--- src/rtl/lbus_pkg.sv ---
// Shared LBUS TX definitions: segment geometry, TX FSM states, per-segment
// record and a byte-count helper for contiguous strobes.
package lbus_pkg;

  localparam int C_TRANSMISSION_SEGMENTS = 4;
  localparam int C_SEG_W                 = 128;
  localparam int C_SEG_BYTES             = C_SEG_W / 8;

  typedef enum logic [1:0] {
    IDLE  = 2'd0,
    PKT   = 2'd1,
    FLUSH = 2'd2
  } tx_state_e;

  typedef struct packed {
    logic [C_SEG_W-1:0] data;
    logic               en;
    logic               sop;
    logic               eop;
    logic               err;
    logic [3:0]         mty;
  } lbus_seg_t;

  // Number of valid bytes in one segment's strobe slice.
  function automatic logic [4:0] cnt_bytes(input logic [C_SEG_BYTES-1:0] strb);
    logic [4:0] c;
    c = '0;
    for (int k = 0; k < C_SEG_BYTES; k++) c = c + {4'd0, strb[k]};
    return c;
  endfunction

endpackage

--- src/rtl/lbus_seg_pack.sv ---
// One LBUS segment: byte swap, valid-byte count, eop/mty generation.
// force_err builds the error segment used for an empty tlast beat.
module lbus_seg_pack
  import lbus_pkg::*;
#(
  parameter int BYTE_SWAP = 1
) (
  input  logic [C_SEG_W-1:0]     data,
  input  logic [C_SEG_BYTES-1:0] strb,
  input  logic                   last,
  input  logic                   nxt_en,
  input  logic                   sop,
  input  logic                   force_err,
  output lbus_seg_t              seg,
  output logic [4:0]             cnt
);

  logic [C_SEG_W-1:0] data_sw;
  logic [4:0]         mty_w;
  logic               en_v;

  // AXIS byte 0 lands in the top byte of the segment when swapping
  always_comb begin
    data_sw = '0;
    for (int j = 0; j < C_SEG_BYTES; j++)
      data_sw[8*j +: 8] = (BYTE_SWAP != 0) ? data[C_SEG_W-8-8*j +: 8] : data[8*j +: 8];
  end

  assign cnt   = cnt_bytes(strb);
  assign en_v  = |strb;
  assign mty_w = 5'd16 - cnt;

  // Segment record; eop sits on the last enabled segment of a tlast beat
  always_comb begin
    seg = '0;
    if (force_err) begin
      seg.en  = 1'b1;
      seg.sop = sop;
      seg.eop = 1'b1;
      seg.err = 1'b1;
    end else if (en_v) begin
      seg.data = data_sw;
      seg.en   = 1'b1;
      seg.sop  = sop;
      seg.eop  = last & ~nxt_en;
      seg.mty  = (last & ~nxt_en) ? mty_w[3:0] : 4'd0;
    end
  end

endmodule

--- src/rtl/axis2lbus_tx.sv ---
// AXI4-Stream (512b) to CMAC LBUS TX adapter, one registered stage.
// Optional statistics counters: define AXIS2LBUS_TX_STATS_EN.
module axis2lbus_tx
  import lbus_pkg::*;
#(
  parameter int TDATA_WIDTH = 512,  // only 512 is supported
  parameter int BYTE_SWAP   = 1
) (
  input  logic                     user_clk,
  input  logic                     user_rst_n,
  input  logic                     s_axis_tvalid,
  output logic                     s_axis_tready,
  input  logic                     s_axis_tlast,
  input  logic [TDATA_WIDTH-1:0]   s_axis_tdata,
  input  logic [TDATA_WIDTH/8-1:0] s_axis_tstrb,
  output logic [127:0]             lbus_data0,
  output logic [127:0]             lbus_data1,
  output logic [127:0]             lbus_data2,
  output logic [127:0]             lbus_data3,
  output logic [3:0]               lbus_en,
  output logic [3:0]               lbus_sop,
  output logic [3:0]               lbus_eop,
  output logic [3:0]               lbus_err,
  output logic [3:0]               lbus_mty0,
  output logic [3:0]               lbus_mty1,
  output logic [3:0]               lbus_mty2,
  output logic [3:0]               lbus_mty3,
  input  logic                     lbus_rdy,
  input  logic                     lbus_ovf,
  input  logic                     lbus_unf,
  output logic                     err_ovf,
  output logic                     err_unf
`ifdef AXIS2LBUS_TX_STATS_EN
  ,
  output logic [31:0]              stat_pkts,
  output logic [47:0]              stat_bytes,
  output logic [15:0]              stat_ovf
`endif
);

  localparam int NSEG = C_TRANSMISSION_SEGMENTS;

  tx_state_e                state, state_n;
  logic                     rdy_q, accept, emit, empty, empty_last;
  logic [NSEG:0]            seg_en;
  lbus_seg_t [NSEG-1:0]     seg_n, seg_q;
  logic [NSEG-1:0][4:0]     seg_cnt;

  assign accept     = s_axis_tvalid & s_axis_tready;
  assign empty      = ~|s_axis_tstrb;
  assign empty_last = empty & s_axis_tlast;
  // an empty non-last beat produces nothing and leaves the FSM alone
  assign emit       = accept & (~empty | s_axis_tlast);
  assign seg_en[NSEG] = 1'b0;

  for (genvar g = 0; g < NSEG; g++) begin : g_seg
    assign seg_en[g] = |s_axis_tstrb[g*C_SEG_BYTES +: C_SEG_BYTES];
    lbus_seg_pack #(.BYTE_SWAP(BYTE_SWAP)) u_seg (
      .data      (s_axis_tdata[g*C_SEG_W +: C_SEG_W]),
      .strb      (s_axis_tstrb[g*C_SEG_BYTES +: C_SEG_BYTES]),
      .last      (s_axis_tlast),
      .nxt_en    (seg_en[g+1]),
      .sop       ((g == 0) && (state == IDLE)),
      .force_err ((g == 0) && empty_last),
      .seg       (seg_n[g]),
      .cnt       (seg_cnt[g])
    );
    assign lbus_en[g]  = seg_q[g].en;
    assign lbus_sop[g] = seg_q[g].sop;
    assign lbus_eop[g] = seg_q[g].eop;
    assign lbus_err[g] = seg_q[g].err;
  end

  assign lbus_data0 = seg_q[0].data;
  assign lbus_data1 = seg_q[1].data;
  assign lbus_data2 = seg_q[2].data;
  assign lbus_data3 = seg_q[3].data;
  assign lbus_mty0  = seg_q[0].mty;
  assign lbus_mty1  = seg_q[1].mty;
  assign lbus_mty2  = seg_q[2].mty;
  assign lbus_mty3  = seg_q[3].mty;

  // FSM state register
  always_ff @(posedge user_clk) begin
    if (!user_rst_n) state <= IDLE;
    else             state <= state_n;
  end

  // FSM next state; overflow wins from any state and is left only by reset
  always_comb begin
    state_n = state;
    case (state)
      IDLE:    if (accept && !empty && !s_axis_tlast) state_n = PKT;
      PKT:     if (accept && s_axis_tlast)            state_n = IDLE;
      FLUSH:   state_n = FLUSH;
      default: state_n = IDLE;
    endcase
    if (lbus_ovf) state_n = FLUSH;
  end

  // FSM output: backpressure follows lbus_rdy one cycle late
  always_comb s_axis_tready = rdy_q && (state != FLUSH);

  // Output segments, ready pipeline and sticky error flags
  always_ff @(posedge user_clk) begin
    if (!user_rst_n) begin
      rdy_q   <= 1'b0;
      seg_q   <= '0;
      err_ovf <= 1'b0;
      err_unf <= 1'b0;
    end else begin
      rdy_q <= lbus_rdy;
      seg_q <= emit ? seg_n : '0;
      if (lbus_ovf) err_ovf <= 1'b1;
      if (lbus_unf) err_unf <= 1'b1;
    end
  end

`ifdef AXIS2LBUS_TX_STATS_EN
  logic        ovf_q;
  logic [47:0] pkt_acc;
  logic [6:0]  beat_bytes;

  // valid bytes carried by the current beat
  always_comb begin
    beat_bytes = '0;
    for (int k = 0; k < NSEG; k++) beat_bytes = beat_bytes + {2'b0, seg_cnt[k]};
  end

  // Bytes are committed only when the packet's eop goes out
  always_ff @(posedge user_clk) begin
    if (!user_rst_n) begin
      ovf_q      <= 1'b0;
      pkt_acc    <= '0;
      stat_pkts  <= '0;
      stat_bytes <= '0;
      stat_ovf   <= '0;
    end else begin
      ovf_q <= lbus_ovf;
      if (lbus_ovf && !ovf_q) stat_ovf <= stat_ovf + 16'd1;
      if (emit) begin
        if (s_axis_tlast) begin
          stat_pkts  <= stat_pkts + 32'd1;
          stat_bytes <= stat_bytes + pkt_acc + {41'd0, beat_bytes};
          pkt_acc    <= '0;
        end else begin
          pkt_acc    <= pkt_acc + {41'd0, beat_bytes};
        end
      end
    end
  end
`else
  logic unused_cnt;
  assign unused_cnt = ^seg_cnt;
`endif

endmodule

--- config.mk ---
export PLATFORM = sky130hd
export DESIGN_NAME = axis2lbus_tx
export DESIGN_NICKNAME = d
export VERILOG_FILES = /design/src/rtl/lbus_pkg.sv /design/src/rtl/lbus_seg_pack.sv /design/src/rtl/axis2lbus_tx.sv
export SDC_FILE = /design/constraint.sdc
export NUM_CORES = 1
export LEC_CHECK = 0
export ABC_AREA = 1
export BUFFER_PORTS_ARGS = -buffer_cell sky130_fd_sc_hd__buf_2
export CAP_MARGIN = 10
export CELL_PAD_IN_SITES_DETAIL_PLACEMENT = 0
export CELL_PAD_IN_SITES_GLOBAL_PLACEMENT = 2
export CORE_AREA = 5 5 434 436
export DETAILED_ROUTE_END_ITERATION = 8
export DIE_AREA = 0 0 439 441
export GPL_TIMING_DRIVEN = 0
export PLACE_DENSITY_LB_ADDON = 0.2
export SLEW_MARGIN = 20
export SYNTH_ARGS = -nofsm -noshare
export SYNTH_HDL_FRONTEND = slang
export SYNTH_SLANG_ARGS = --single-unit
--- constraint.sdc ---
create_clock -name user_clk -period 4.12 [get_ports user_clk]
set_clock_uncertainty 0.15 [all_clocks]
set_input_delay 0.824 -clock user_clk [delete_from_list [all_inputs] [get_ports user_clk]]
set_output_delay 0.824 -clock user_clk [all_outputs]
set_load 0.01 [all_outputs]
==> run metrics <==
outcome finished, final reports clean; GRT Total Usage 10.23%; Via density 2.766; CP Max Fanout 3; total vias in the final route 15,970; cts hold-fix bufs 0; yosys warns 0; reg2reg setup slack 1.47 ns; maxcap violations 0; Clk pin slew, worst setup/hold paths 0.06 ns; part of the power in registers 38.9%; Slew HR 59.37%; CTS Root Cell clkbuf_16; CP Capture Type flop; CTS Buffer Depth 3; Congestion Overflow GR 0; GRT Max-Usage Layer met2; # DRC 0; CP startpoint kind primary input; P_leak 16.81 nW; Pwr Total 13.76 mW; H-tree Lvls 3; critical path required time 4.51 ns; global routing usage on met3 4.227%; Hold Path Class in -> reg; critical path type in -> reg; Reg-to-Reg Start state[1]; Final Setup Violations 0; CTS resizes 0; Critical-path top delay cell fa_1; Skew-Pair Late Insertion Delay 0.67 ns; Switching Fraction 26.35%; GR Util met2 18.95%; Final nets 3,905; final setup margin 0.2762 ns; post-CTS setup buffer count 0; initial antenna violation count 57; crit-path cells buf_2, inv_12, fa_1, ha_2, inv_2, fa_2, fa_2, inv_2, fa_1, inv_1, fa_1, inv_1, ha_2, xor2_1, xnor2_1, nor3_1; Hold Crit Endpoint lbus_data0[89]; I/O Pins 1,130; Int Power 10.13 mW; area fraction of the dominant cell type after synthesis 60.46%; synthesized cell area 17,980 sq um; cell count after synthesis 2,011; Die Y 441 microns; reg2reg end lbus_data2[109]; global-route wire length before repair 137.0 mm; HP Start s_axis_tdata[33]; final period utilization 93.30%; worst vdd rail ir drop 0.2661 mV; Comb pwr share 11.3%; Initial Util 9.758%; Final Hold Fails 0; GP Congestion 0.7713; GR Util met1 10.37%; most frequent CP cell fa_1; Sink Count 543; Routed wire per std cell 17.94 microns; # rows 158; Final min period 3.844 ns; crit path DAT 4.23 ns; Routed WL 103.6 mm; Max Slew Vio Count 0; Seq/Total Area, Yosys 60.46%; cell area power density 467.9 nW/um^2; share of layout cells above drive strength 1 40.85%; top post-synthesis cells by count inv_1 (653), nor2_1 (558), dfxtp_1 (543); area added between synthesis and finish 63.59%; CP peak stage delay 0.56 ns; vias in the first global route 16,920; ys async rst share 0%; CTS tree built; Starting DRT DRC Count 474; Die Wd 439 microns; Setup WS pre-CTS -0.3927 ns; Final ANT Viol Nets 0; Switch Pwr 3.626 mW; FF-to-FF path depth 9; Top FF cell, synth dfxtp_1; Synth area leader dfxtp_1; number of synthesized flops with an enable pin 0; Avg Synthesized Cell Area 8.940 sq um; Fillers 21,330; Max Fclk 260.2 MHz; fin util 15.96%; 1st-pass router iterations 4; largest cells by area after synthesis dfxtp_1 (60%), inv_1 (14%), nor2_1 (12%), ha_1 (4.7%), fa_1 (4.0%); WHS Path Cells 3; Min Hold Slack 0.1984 ns; synthesis-stage register bit count 543; core outline area 184,200 sq um; most frequent cell after synthesis inv_1; clock power share 49.7%; hpwl dp 88.40 mm; largest net degree at the start of global routing 12; worst slew pin tran 0.6080 ns; RSZ-0062 raised after global routing false; CTS Buf Count 78; port bufs 1,122; Yosys cell types 25; die area 193,600 sq um
-- area by class of cell --
class	count	area, sq um	area share (%)
Clock inverter	22	302.8	1.030
Antenna cell	20	50.05	0.1702
Tap cell	2480	3103	10.55
Clock buffer	115	2262	7.692
Buffer	63	498.0	1.693
Multi-Input combinational cell	754	4234	14.40
Timing Repair Buffer	1122	5615	19.09
Sequential cell	543	10870	36.96
Inverter	656	2475	8.415
-- cells by family after synthesis --
family	count (synthesis)	synth area share [%]
AO/OA/AOI/OAI	3	0.08349
AND/OR/NAND/NOR	629	13.64
buffers and inverters	719	16.47
flip-flops	543	60.46
XOR/XNOR	12	0.5846
adder cells (fa/ha/maj)	104	8.741
other	1	0.02086
-- metal layers --
layer	share of wire (%)	routed length [microns]
met2	52	54120
met4	2.6	2721
met5	0.15	155
met3	9.6	9979
met1	35	36650
-- cell usage in the layout, fill, tap and decap left out, drive strengths merged --
cell type,instances
inv,661
diode,20
nand4,6
ha,68
o21ai,1
nor3,13
clkinv,10
nor2,558
clkbuf,116
or2,1
a21oi,2
nand3,13
clkinvlp,3
nand2,34
nor4,1
fa,36
xnor2,8
and3b,1
buf,1184
xor2,4
bufinv,4
dfxtp,543
conb,6
and3,2
-- how the worst max path moves through the flow --
stage                startpoint           end  slack (ns)  cells past startpoint
6_report       s_axis_tstrb[22]  lbus_mty1[3]        0.28                     16
5_1_grt        s_axis_tstrb[39]  lbus_mty2[3]        0.14                     15
4_1_cts        s_axis_tstrb[22]  lbus_mty1[3]        0.37                     16
3_5_place_dp   s_axis_tstrb[22]  lbus_mty1[3]       -0.39                     16
3_3_place_gp   s_axis_tstrb[22]  lbus_mty1[3]       -0.44                     16
2_1_floorplan   s_axis_tstrb[7]  lbus_mty0[3]       -0.09                     14
-- power groups by stage --
stage	clock network (mW)	logic (mW)	registers, mW
final	6.84	1.56	5.36
after global routing	7.41	1.86	5.36
after CTS	7.23	1.64	5.36
after detailed placement	0	1.61	5.47
after global placement	0	1.65	5.47
after floorplan	0	0.862	5.51
-- sequential cells by signal, summed over array words and instances, names as in the netlist, 128 cells and up --
signal      cells
lbus_data3    128
lbus_data1    128
lbus_data2    128
lbus_data0    128
-- metrics by stage --
stage | setup TNS [ns] | std cells | cell area [sq um]
after floorplan | -0.1990 | 2016 | 18080
after global placement | -2.386 | 5618 | 26800
after detailed placement | -2.195 | 5618 | 26800
after CTS | 0 | 5755 | 29360
after global routing | 0 | 5758 | 29370
final | 0 | 5775 | 29410
-- critical path: cells and delay by family --
kind | cells | cell delay [ns]
xor+xnor | 2 | 0.34
simple gates | 1 | 0.06
fa+ha+maj | 7 | 2.63
buf+inv | 6 | 0.37
Power figures use the tool's default switching activity.
